`src/rtl/pwm_pkg.sv`:
```
// Shared mode and direction constants for the multi-channel breathing PWM.
package pwm_pkg;

  typedef enum logic [1:0] {
    MODE_OFF  = 2'd0,
    MODE_FIX  = 2'd1,
    MODE_BRTH = 2'd2,
    MODE_RAMP = 2'd3
  } mode_e;

  typedef enum logic {
    DIR_UP = 1'b0,
    DIR_DN = 1'b1
  } dir_e;

endpackage

```
`src/rtl/pwm_breath_ch.sv`:
```
// One PWM channel: latches mode/duty at period boundaries, runs the
// breathing/ramp duty engine and registers the compare output.
module pwm_breath_ch
  import pwm_pkg::*;
#(
  parameter int PWM_W = 10,
  parameter int STEP  = 1
) (
  input  logic             clk,
  input  logic             rst_n,
  input  logic             clr_i,
  input  logic             bnd_i,
  input  logic             step_i,
  input  logic [PWM_W-1:0] cnt_i,
  input  logic [1:0]       mode_i,
  input  logic [PWM_W-1:0] duty_cfg_i,
  output logic             pwm_o,
  output logic [PWM_W-1:0] duty_o
);

  localparam logic        [PWM_W:0] DMAX   = {1'b0, {PWM_W{1'b1}}};
  localparam logic        [PWM_W:0] STEP_X = (PWM_W + 1)'(STEP);
  localparam logic signed [PWM_W:0] STEP_S = STEP_X;

  mode_e                   mode_q, mode_d;
  dir_e                    dir_q, dir_d;
  logic        [PWM_W-1:0] duty_q, duty_d;
  logic                    pwm_q;
  logic        [PWM_W:0]   up_sum;
  logic signed [PWM_W:0]   dn_dif;

  // Upward step saturates at full scale; the extra bit catches overflow.
  function automatic logic [PWM_W-1:0] sat_hi(input logic [PWM_W:0] s);
    return (s >= DMAX) ? DMAX[PWM_W-1:0] : s[PWM_W-1:0];
  endfunction

  // Downward step clamps at zero; a non-positive result never wraps.
  function automatic logic [PWM_W-1:0] sat_lo(input logic signed [PWM_W:0] d);
    return (d <= 0) ? '0 : d[PWM_W-1:0];
  endfunction

  // Next mode/duty/direction, evaluated only at a period boundary.
  always_comb begin
    up_sum = {1'b0, duty_q} + STEP_X;
    dn_dif = $signed({1'b0, duty_q}) - STEP_S;
    mode_d = mode_q;
    dir_d  = dir_q;
    duty_d = duty_q;
    if (bnd_i) begin
      mode_d = mode_e'(mode_i);
      if ((mode_d != mode_q) && ((mode_d == MODE_BRTH) || (mode_d == MODE_RAMP))) begin
        duty_d = duty_cfg_i;
        dir_d  = DIR_UP;
      end else begin
        case (mode_d)
          MODE_OFF:  duty_d = '0;
          MODE_FIX:  duty_d = duty_cfg_i;
          MODE_BRTH: begin
            if (step_i) begin
              if (dir_q == DIR_UP) begin
                duty_d = sat_hi(up_sum);
                if (up_sum >= DMAX) dir_d = DIR_DN;
              end else begin
                duty_d = sat_lo(dn_dif);
                if (dn_dif <= 0) dir_d = DIR_UP;
              end
            end
          end
          MODE_RAMP: begin
            if (step_i) duty_d = up_sum[PWM_W-1:0];
          end
          default: duty_d = duty_q;
        endcase
      end
    end
  end

  // Channel state and registered compare output; cleared by reset or disable.
  always_ff @(posedge clk or negedge rst_n) begin
    if (!rst_n) begin
      mode_q <= MODE_OFF;
      dir_q  <= DIR_UP;
      duty_q <= '0;
      pwm_q  <= 1'b0;
    end else if (clr_i) begin
      mode_q <= MODE_OFF;
      dir_q  <= DIR_UP;
      duty_q <= '0;
      pwm_q  <= 1'b0;
    end else begin
      mode_q <= mode_d;
      dir_q  <= dir_d;
      duty_q <= duty_d;
      pwm_q  <= (cnt_i < duty_q);
    end
  end

  assign pwm_o  = pwm_q;
  assign duty_o = duty_q;

endmodule

```
`src/rtl/pwm_multi_breath.sv`:
```
// N-channel LED PWM with shared prescaler/period/ramp counters and
// per-channel off/fixed/breathing/ramp duty engines.
module pwm_multi_breath
  import pwm_pkg::*;
#(
  parameter int N_CH     = 4,
  parameter int PWM_W    = 10,
  parameter int PRESC_W  = 4,
  parameter int RAMP_DIV = 8,
  parameter int STEP     = 1
) (
  input  logic                  clk,
  input  logic                  rst_n,
  input  logic                  en,
  input  logic [2*N_CH-1:0]     mode,
  input  logic [PWM_W*N_CH-1:0] duty_cfg,
  output logic [N_CH-1:0]       pwm_out,
  output logic [PWM_W*N_CH-1:0] duty_cur,
  output logic                  period_stb
);

  localparam int              RC_W    = (RAMP_DIV > 1) ? $clog2(RAMP_DIV) : 1;
  localparam logic [RC_W-1:0] RC_LAST = RC_W'(RAMP_DIV - 1);

  logic [PRESC_W-1:0] presc_q, presc_d;
  logic [PWM_W-1:0]   cnt_q, cnt_d;
  logic [RC_W-1:0]    ramp_q, ramp_d;
  logic               stb_q;
  logic               presc_wrap;
  logic               bnd;
  logic               step;

  assign presc_wrap = &presc_q;
  assign bnd        = en && presc_wrap && (&cnt_q);
  assign step       = bnd && (ramp_q == RC_LAST);

  // Counter next-state: slot advances on prescaler wrap, ramp_cnt per period.
  always_comb begin
    presc_d = presc_q + PRESC_W'(1);
    cnt_d   = presc_wrap ? (cnt_q + PWM_W'(1)) : cnt_q;
    ramp_d  = ramp_q;
    if (bnd) ramp_d = (ramp_q == RC_LAST) ? '0 : (ramp_q + RC_W'(1));
  end

  // Shared counters and the registered period strobe.
  always_ff @(posedge clk or negedge rst_n) begin
    if (!rst_n) begin
      presc_q <= '0;
      cnt_q   <= '0;
      ramp_q  <= '0;
      stb_q   <= 1'b0;
    end else if (!en) begin
      presc_q <= '0;
      cnt_q   <= '0;
      ramp_q  <= '0;
      stb_q   <= 1'b0;
    end else begin
      presc_q <= presc_d;
      cnt_q   <= cnt_d;
      ramp_q  <= ramp_d;
      stb_q   <= bnd;
    end
  end

  assign period_stb = stb_q;

  for (genvar i = 0; i < N_CH; i++) begin : g_ch
    pwm_breath_ch #(
      .PWM_W (PWM_W),
      .STEP  (STEP)
    ) u_ch (
      .clk        (clk),
      .rst_n      (rst_n),
      .clr_i      (~en),
      .bnd_i      (bnd),
      .step_i     (step),
      .cnt_i      (cnt_q),
      .mode_i     (mode[2*i +: 2]),
      .duty_cfg_i (duty_cfg[PWM_W*i +: PWM_W]),
      .pwm_o      (pwm_out[i]),
      .duty_o     (duty_cur[PWM_W*i +: PWM_W])
    );
  end

endmodule

```
`config.mk`:
```
export PLATFORM = sky130hd
export DESIGN_NAME = pwm_multi_breath
export DESIGN_NICKNAME = d
export VERILOG_FILES = /design/src/rtl/pwm_pkg.sv /design/src/rtl/pwm_breath_ch.sv /design/src/rtl/pwm_multi_breath.sv
export SDC_FILE = /design/constraint.sdc
export NUM_CORES = 1
export LEC_CHECK = 0
export ABC_AREA = 1
export CORE_MARGIN = 2
export CORE_UTILIZATION = 58
export CTS_CLUSTER_DIAMETER = 200
export DETAILED_ROUTE_END_ITERATION = 8
export PLACE_DENSITY_LB_ADDON = 0.08
export SYNTH_ARGS = -nofsm -noshare
export SYNTH_HDL_FRONTEND = slang
export SYNTH_SLANG_ARGS = --single-unit
```
`constraint.sdc`:
```
create_clock -name clk -period 2.25 [get_ports clk]
set_input_delay 0.225 -clock clk [delete_from_list [all_inputs] [get_ports clk]]
set_output_delay 0.225 -clock clk [all_outputs]
set_load 0.03 [all_outputs]
```
# --- Word level (Yosys, flattened, before mapping) ---
# Cells that the tools add are included.
totals:
  reg_bits: 74
  output_inout_bits: 45
classes:
  reduce_logical: 25
  addsub: 11
  n_mux: 87
  eq_ne: 35
  n_lt_le_gt_ge: 12
op_table:
  columns: ["op", "n"]
  rows:
  - ["$mux 10", 34]
  - ["$pmux 10 s4", 4]
  - ["$add 10x1->11 const B", 4]
  - ["$ge 11x10->1 const B", 4]
  - ["$le 11x1->1 const B", 4]
  - ["$sub 10x1->11 const B", 4]
  - ["$lt 10x10->1", 4]
  - ["$mux 1", 37]
  - ["$ne 3x1->1 const B", 8]
  - ["$ne 4x4->1 const B", 6]
  - ["$reduce_and 3->1", 8]
  - ["$eq 2x2->1 const B", 8]
  - ["$mux 2", 8]
  - ["$add 10x1->10 const B", 1]
  - ["$reduce_and 10->1", 1]
  - ["$mux 3", 3]
  - ["$eq 2x1->1 const B", 4]
  - ["$logic_not 2->1", 4]
  - ["$ne 2x2->1", 4]
  - ["$ne 4x3->1 const B", 2]
  - ["$logic_and 1x1->1", 7]
  - ["$add 4x1->4 const B", 1]
  - ["$logic_or 1x1->1", 4]
  - ["$mux 4", 1]
  - ["4 further kinds", 5]

# --- Longest topological paths before layout ---
# Gate-level depths: netlist of run 1.
depth:
  depth_word: 9
  mapped_depth: 18

# --- By module ---
# A second synthesis of run 1 with hierarchy kept.
hier_totals:
  cells_unflattened: 1438
  hier_area_um2: 8583.2
by_module_without_submodules:
  columns: ["mod", "instances", "area_each_um2", "cells_each", "seq_area_each_um2"]
  rows:
  - ["pwm_breath_ch at g_ch[0].u_ch ...", 3, 1904.3, 330, 350.3]
  - ["pwm_breath_ch at g_ch[1].u_ch", 1, 1908.1, 330, 350.3]
  - ["pwm_multi_breath", 1, 962.2, 118, 450.4]

# --- Least setup slack after synthesis of run 1 ---
# No wires, ideal clock.
synth_path:
  path_type: "register to register"
  start: "register g_ch[3].u_ch.duty_q[0]"
  end: "register g_ch[3].u_ch.duty_q[4]"
  path_stages_with_launch: 19
  required_time_ns: 2.134
  arrival_ns: 2.161
  synth_period_minus_slack_ns: 2.278
  setup_ns: 0.116
  path_buffers: 0
  path_slack_ns: -0.028
  path_cell_list: "dfrtp_1 > clkinv_1 > ha_1 > nand2_1 > inv_1 > nand3_1 > nand2_1 > nor2_1 > nand2_1 > nor2_1 > nand2_1 > nand2_1 > nand2_2 > nand3b_1 > nand2_1 > nand2_1 > nand2_1 > nand2_1 > nand2_1"
synth_between:
  elab_chain_cells: 9
synth_lines:
  columns: ["item", "line_no", "source"]
  rows:
  - ["start, declared", "pwm_breath_ch.sv:27", "logic [PWM_W-1:0] duty_q, duty_d;"]
  - ["start signal, assigned", "pwm_breath_ch.sv:93", "duty_q <= duty_d;"]
  - ["$add 10x1->11 or $sub 10x1->11 (tied branches)", "pwm_breath_ch.sv:44, pwm_breath_ch.sv:45", null]
  - ["$ge 11x10->1 or $le 11x1->1 (tied branches)", "pwm_breath_ch.sv:34, pwm_breath_ch.sv:39", null]
  - ["$mux 10, on equally long branches", "pwm_breath_ch.sv:34, pwm_breath_ch.sv:39", null]
  - ["$mux 10", "pwm_breath_ch.sv:60", "if (dir_q == DIR_UP) begin"]
  - ["$mux 10", "pwm_breath_ch.sv:59", "if (step_i) begin"]
  - ["$pmux 10 s4 (*)", "pwm_breath_ch.sv:55", "case (mode_d)"]
  - ["$mux 10 (*)", "pwm_breath_ch.sv:51", "if ((mode_d != mode_q) && ((mode_d == MODE_BRTH) || (mode_d == MODE_RAMP))) begin"]
  - ["$mux 10 (*)", "pwm_breath_ch.sv:49", "if (bnd_i) begin"]
  - ["$mux 10 (*)", "pwm_breath_ch.sv:85", "end else if (clr_i) begin"]
# Every way passes the cells marked *; elsewhere a longest branch is shown, timed or not. The select of a mux whose other input is x is not followed.
# A chain may end at the register's enable or synchronous reset.

# --- Worst setup path after layout of run 1 ---
layout_path:
  start: "register cnt_q[0]"
  end: "register g_ch[3].u_ch.duty_q[5]"
layout_between:
  elab_chain_cells: 5
layout_lines:
  columns: ["item", "line_no", "source"]
  rows:
  - ["start, declared", "pwm_multi_breath.sv:26", "logic [PWM_W-1:0] cnt_q, cnt_d;"]
  - ["start signal, assigned", "pwm_multi_breath.sv:59", "cnt_q <= cnt_d;"]
  - ["$reduce_and 10->1 (*)", "pwm_multi_breath.sv:34", "assign bnd = en && presc_wrap && (&cnt_q);"]
  - ["$logic_and 1x1->1 (*)", "pwm_multi_breath.sv:34", null]
  - ["$logic_and 1x1->1", "pwm_multi_breath.sv:35", "assign step = bnd && (ramp_q == RC_LAST);"]
  - ["$ne 4x4->1 (no line)", null, null]
  - ["$reduce_and 3->1 (no line) (*)", null, null]
# Every way passes the cells marked *; elsewhere a longest branch is shown, timed or not.

==> results.ini, run 1 <==
[placement]
port_buffers=95
dp_cells=1657
hpwl_mm=19.6
place_area_um2=9640
dpl_worst_slack_ns=0.0559
gp_congestion=1.04

[grt]
grt.overflow.total=0
grt_antenna_before_repair=0
grt_pass1_vias=8584
grt_max_degree=75
grt_use_total=0.347
grt_pass1_wl_mm=41.1

[critical_path]
startpoint_type=register
crit_family=simple AND/OR/NAND/NOR gates
crit_chain=ha_1 > inv_1 > nor4_2 > nand3_4 > nor2_4 > nor2_2 > nand3_1 > nand2_1 > inv_4 > nand2_1 > o21ai_1
path_class=reg2reg
cpPeakStageDelay_ns=0.45
required_ns=2.52
cp_slowest_cell=nor4_2
crit_top_cell=nand2_1
cp_data_arrival_time_ns=2.43
end_kind=register
worst-path-buf-inv=2
path_max_fanout=10

[logic_synthesis]
synth_edf_count=0
ys_ff_latch=74
synth_area_leaders=nand2_1, dfrtp_1, ha_1
syn_nets=1444
ys_types=50
synth_top_area_frac=0.230
syn_inst=1337
avgSynthCellArea_um2=6.04
yosys_warnings=0
yosysTopAreaCell=nand2_1
async_flop_share=1.00
syn-cell-area_um2=8070
seq_area_frac_synth=0.229
synth_flop_cell=dfrtp_1

[timing]
post-route-min-period_ns=2.16
rsz0062_at_grt=true
final.period_utilization=0.961
drv_slew=0
fmax_mhz=462
hold_viol_final=0
tightestPinTransition_ns=0.808
post-route-worst-setup-slack_ns=0.0877
slew_headroom=0.460
setup_viol=0
holdWs_ns=0.424
clock_skew_ns=0.00934

[floorplanning]
die_area_um2=14900
die_h_um=122
initial_core_util=0.588
core_area_um2=13700
num_rows=43
ios=96
die_x_um=122

[power_and_ir_drop]
totalPowerFinal_mw=3.28
power_density_nw_per_um2=318
ir_worst_vdd_v=0.000311
p_leak_nw=5.38

[final_layout]
antenna_cells=0
area_growth_pct=27.5
nets=1605
final_common_cell=nand2_1
final_cells=1683
drive_above_1_share=0.158
layout_common_cells=nand2_1, inv_1, clkdlybuf4s50_1
final_area_um2=10300

[drt]
drt-total-wl_mm=26.5
vias=9607
wl_per_cell_um=15.7
drt_iter0_drc=1032
drtAntennaViolNets=0
first_pass_iters=6
vias_per_cell=5.71
drc=0

[outcome]
status=finished, final reports clean

[clocking]
cts_tree=done
cts_buffers=9
htreeDepth=3
clk_pin_slew_worst_paths_ns=0.06
clk_latency_ns=0.35
cts_root_buf=clkbuf_16
cts.sinks=74
clockBufferDepth=2

[min_path]
hp-class=in2async

[flow_run]
maxCapViolations=0

[through the flow]
step                       util  TNS (ns)
after global placement    0.703         0
final                     0.750         0
after global routing      0.750    -0.649
after detailed placement  0.703         0
after floorplan               -         0
after CTS                 0.725         0
[kinds of logic after synthesis]
logic type,share of synthesized area
flip-flops,0.229
AO/OA/AOI/OAI,0.127
adder cells (fa/ha/maj),0.0868
XOR/XNOR,0.0217
buffers and inverters,0.105
AND/OR/NAND/NOR,0.430
[final cells by class]
type	instances	area, um2
tap	180	225
fill	1161	3430
clock buffer	10	239
multi-input combinational	1054	5610
sequential	74	1870
inverter	180	684
clock inverter	6	65.1
timing repair buffer	179	1600
[state kept, by name, summed over array words and instances (netlist names)]
| register | count |
|---|---|
| g_ch.u_ch.duty_o | 40 |
| cnt_q | 10 |
| g_ch.u_ch.mode_q | 8 |
| g_ch.u_ch.dir_q | 4 |
| g_ch.u_ch.pwm_o | 4 |
| presc_q | 4 |
| ramp_q | 3 |
| period_stb | 1 |
[report_power, final]
group / leakage, nW / internal [mW] / switching [mW]
Combinational: 4.22 / 0.174 / 0.244
Clock: 0.149 / 0.892 / 0.629
Sequential: 1.01 / 1.33 / 0.00312
[metal layers]
| metal | global-route usage | share of wire | up-vias |
|---|---|---|---|
| met5 | 0 | 0 | - |
| met4 | 0.129 | 0.032 | 0 |
| met3 | 0.0431 | 0.077 | 81 |
| met2 | 0.594 | 0.48 | 508 |
| met1 | 0.449 | 0.41 | 4390 |
| li1 | - | - | 4628 |
[Yosys cell counts, types with 10 or more instances]
| master | instances |
|---|---|
| a21oi_1 | 52 |
| xor2_1 | 16 |
| inv_1 | 152 |
| buf_4 | 11 |
| nand2_2 | 19 |
| inv_2 | 22 |
| nand4_1 | 35 |
| o21ai_0 | 84 |
| dfrtp_1 | 74 |
| o21ai_1 | 15 |
| ha_1 | 56 |
| o21bai_1 | 10 |
| nor2_2 | 12 |
| clkbuf_1 | 10 |
| nand3_1 | 83 |
| nor2_1 | 104 |
| nand2_1 | 494 |
[worst paths after layout]
check | from | end | slack (ns) | depth (start not counted)
worst max-delay path | cnt_q[0] | g_ch[3].u_ch.duty_o[5] | 0.09 | 11
worst min-delay path | rst_n | g_ch[1].u_ch.duty_o[4] | 0.42 | 3
worst max register to register | cnt_q[0] | g_ch[3].u_ch.duty_o[5] | 0.09 | 11
worst min register to register | presc_q[0] | presc_q[0] | 0.48 | 1
max in group asynchronous | rst_n | g_ch[2].u_ch.duty_o[0] | 1.43 | 3
min in group clk | presc_q[0] | presc_q[0] | 0.48 | 1
[worst min-delay path: cells and delay by family]
kind	cells	cell delay, ns
buffers and inverters	3	0.98
[what timing repair did]
item,4_1_cts,5_1_grt
endpoints found under the setup margin,0,43
endpoints found under the hold margin,74,0
gates resized for setup,0,82
hold buffers,1,0
setup buffers,0,9
Note: power is estimated with default switching activity, not from simulation.
==> inputs of run 2 (changes only) <==
CORE_UTILIZATION = 60   (was 58)
DONT_BUFFER_PORTS = 1   (was unset)
==> run 2 against run 1 <==
Against the previous run: first-iteration DRC count down 21%; largest cell class unchanged; sequential power about the same; clock-buffer cell count down 1; global-route usage up 0.83 points; final area down 8.4%; largest power group unchanged; clock power up 3%; die area down 3.2%; total power down 1.9%; final cell count down 4.9%.
==> results.ini, run 2 (synthesized netlist as in run 1, its figures left out) <==
[flow_run]
maxCapViolations=0

[grt]
grt_pass1_wl_mm=40.9
grt_use_total=0.355
grt.overflow.total=0
grt_pass1_vias=8374
grt_max_degree=75
grt_antenna_before_repair=0

[floorplanning]
ios=96
core_area_um2=13200
initial_core_util=0.612
die_h_um=120
num_rows=42
die_area_um2=14400
die_x_um=120

[final_layout]
largest_reg_flops=40
nets=1527
final_common_cell=nand2_1
drive_above_1_share=0.167
area_growth_pct=16.8
antenna_cells=0
layout_common_cells=nand2_1, inv_1, nor2_1

[power_and_ir_drop]
p_leak_nw=5.14
totalPowerFinal_mw=3.21
power_density_nw_per_um2=341
ir_worst_vdd_v=0.000305

[clocking]
cts_root_buf=clkbuf_16
cts.sinks=74
clockBufferDepth=2
htreeDepth=3
clk_pin_slew_worst_paths_ns=0.07
cts_tree=done
cts_buffers=9
clk_latency_ns=0.35

[min_path]
hp-class=in2reg

[critical_path]
path_max_fanout=5
path_class=reg2reg
required_ns=2.53
startpoint_type=register
cp_data_arrival_time_ns=2.45
end_kind=register

[timing]
rsz0062_at_grt=true
finalSetupTns_ns=0
holdWs_ns=0.0102
tightestPinTransition_ns=0.548
clock_skew_ns=0.00742
setup_viol=0
post-route-min-period_ns=2.17
hold_viol_final=0
slew_headroom=0.633
drv_slew=0
fmax_mhz=460
final.period_utilization=0.966

[placement]
port_buffers=0
gp_congestion=1.01
hpwl_mm=19.0

[drt]
drc=0
wl_per_cell_um=16.2
drt_iter0_drc=815
vias=9045
drtAntennaViolNets=0
vias_per_cell=5.65
first_pass_iters=6
drt-total-wl_mm=26.0

[outcome]
status=finished, final reports clean

==> run 2: cell types whose count changed in the layout (fill, tap and decap cells not counted), sizes merged <==
cell           previous run  this run
clkdlybuf4s50            94         0
dlygate4sd3               1         2
clkinv                    8         6
inv                     176       179
clkbuf                   10         9
buf                      84        98
clkinvlp                  1         2
==> run 2: final timing paths <==
path | from | endpoint | slack [ns] | cells past startpoint
max in group asynchronous | rst_n | g_ch[3].u_ch.duty_o[3] | 1.49 | 2
hold reg to reg | presc_q[0] | presc_q[0] | 0.48 | 1
setup reg to reg | presc_q[0] | g_ch[3].u_ch.duty_o[5] | 0.08 | 13
setup / recovery | presc_q[0] | g_ch[3].u_ch.duty_o[5] | 0.08 | 13
hold / removal | en | cnt_q[3] | 0.01 | 2
min in group asynchronous | rst_n | g_ch[1].u_ch.duty_o[3] | 0.41 | 2
==> run 2: worst max-delay path, cell delays in order (launching register included) <==
cell and delay, ns:
dfrtp_1 0.38, ha_2 0.19, nand2_1 0.08, nor2_2 0.16, inv_2 0.07, nor2_4 0.16, nand3_4 0.14, nor2_4 0.23
nor2_4 0.09, nand3_2 0.12, nand2_2 0.12, clkinvlp_4 0.19, nand2_1 0.08, o21ai_1 0.07
==> run 2: metrics by stage <==
| stage | util | setup slack [ns] | area, um2 | instances |
|---|---|---|---|---|
| global route | 0.715 | -0.0681 | 9430 | 1601 |
| CTS | 0.693 | 0.0355 | 9150 | 1592 |
| finish | 0.715 | 0.0769 | 9430 | 1601 |
| global placement | 0.666 | -0.0579 | 8790 | 1573 |
| floorplan | - | 0.0573 | 8070 | 1337 |
| detailed placement | 0.666 | -0.0215 | 8790 | 1573 |
==> run 2: area by class of cell <==
cell class,count,area (um2)
well taps,176,220
clock buffers,9,225
clock inverters,7,83.8
fillers,1194,3760
flip-flops and latches,74,1870
multi-input cells,1054,5550
repair buffers,100,783
inverters,180,684
repair inverters,1,7.51
==> run 2: report_power, final <==
part | leakage, nW | switching [mW] | internal (mW)
combinational | 3.98 | 0.210 | 0.0931
clock | 0.149 | 0.690 | 0.882
sequential | 1.01 | 0.00330 | 1.33
total | 5.14 | 0.903 | 2.31
==> run 2: what timing repair did <==
item,4_1_cts,5_1_grt
hold endpoints to repair,77,0
gates cloned,0,1
buffers inserted,0,8
gates resized for setup,1,67
pin swaps,0,10
endpoints found under the setup margin,6,44
hold buffers,3,0
==> run 2: metal layers <==
| layer | share of wire | vias up | routed length, um | global-route usage |
|---|---|---|---|---|
| li1 | - | 4463 | - | - |
| met1 | 0.43 | 4148 | 11200 | 0.479 |
| met2 | 0.47 | 379 | 12200 | 0.586 |
| met3 | 0.071 | 55 | 1840 | 0.0466 |
| met4 | 0.029 | 0 | 766 | 0.125 |
| met5 | 0 | - | 0 | 0 |
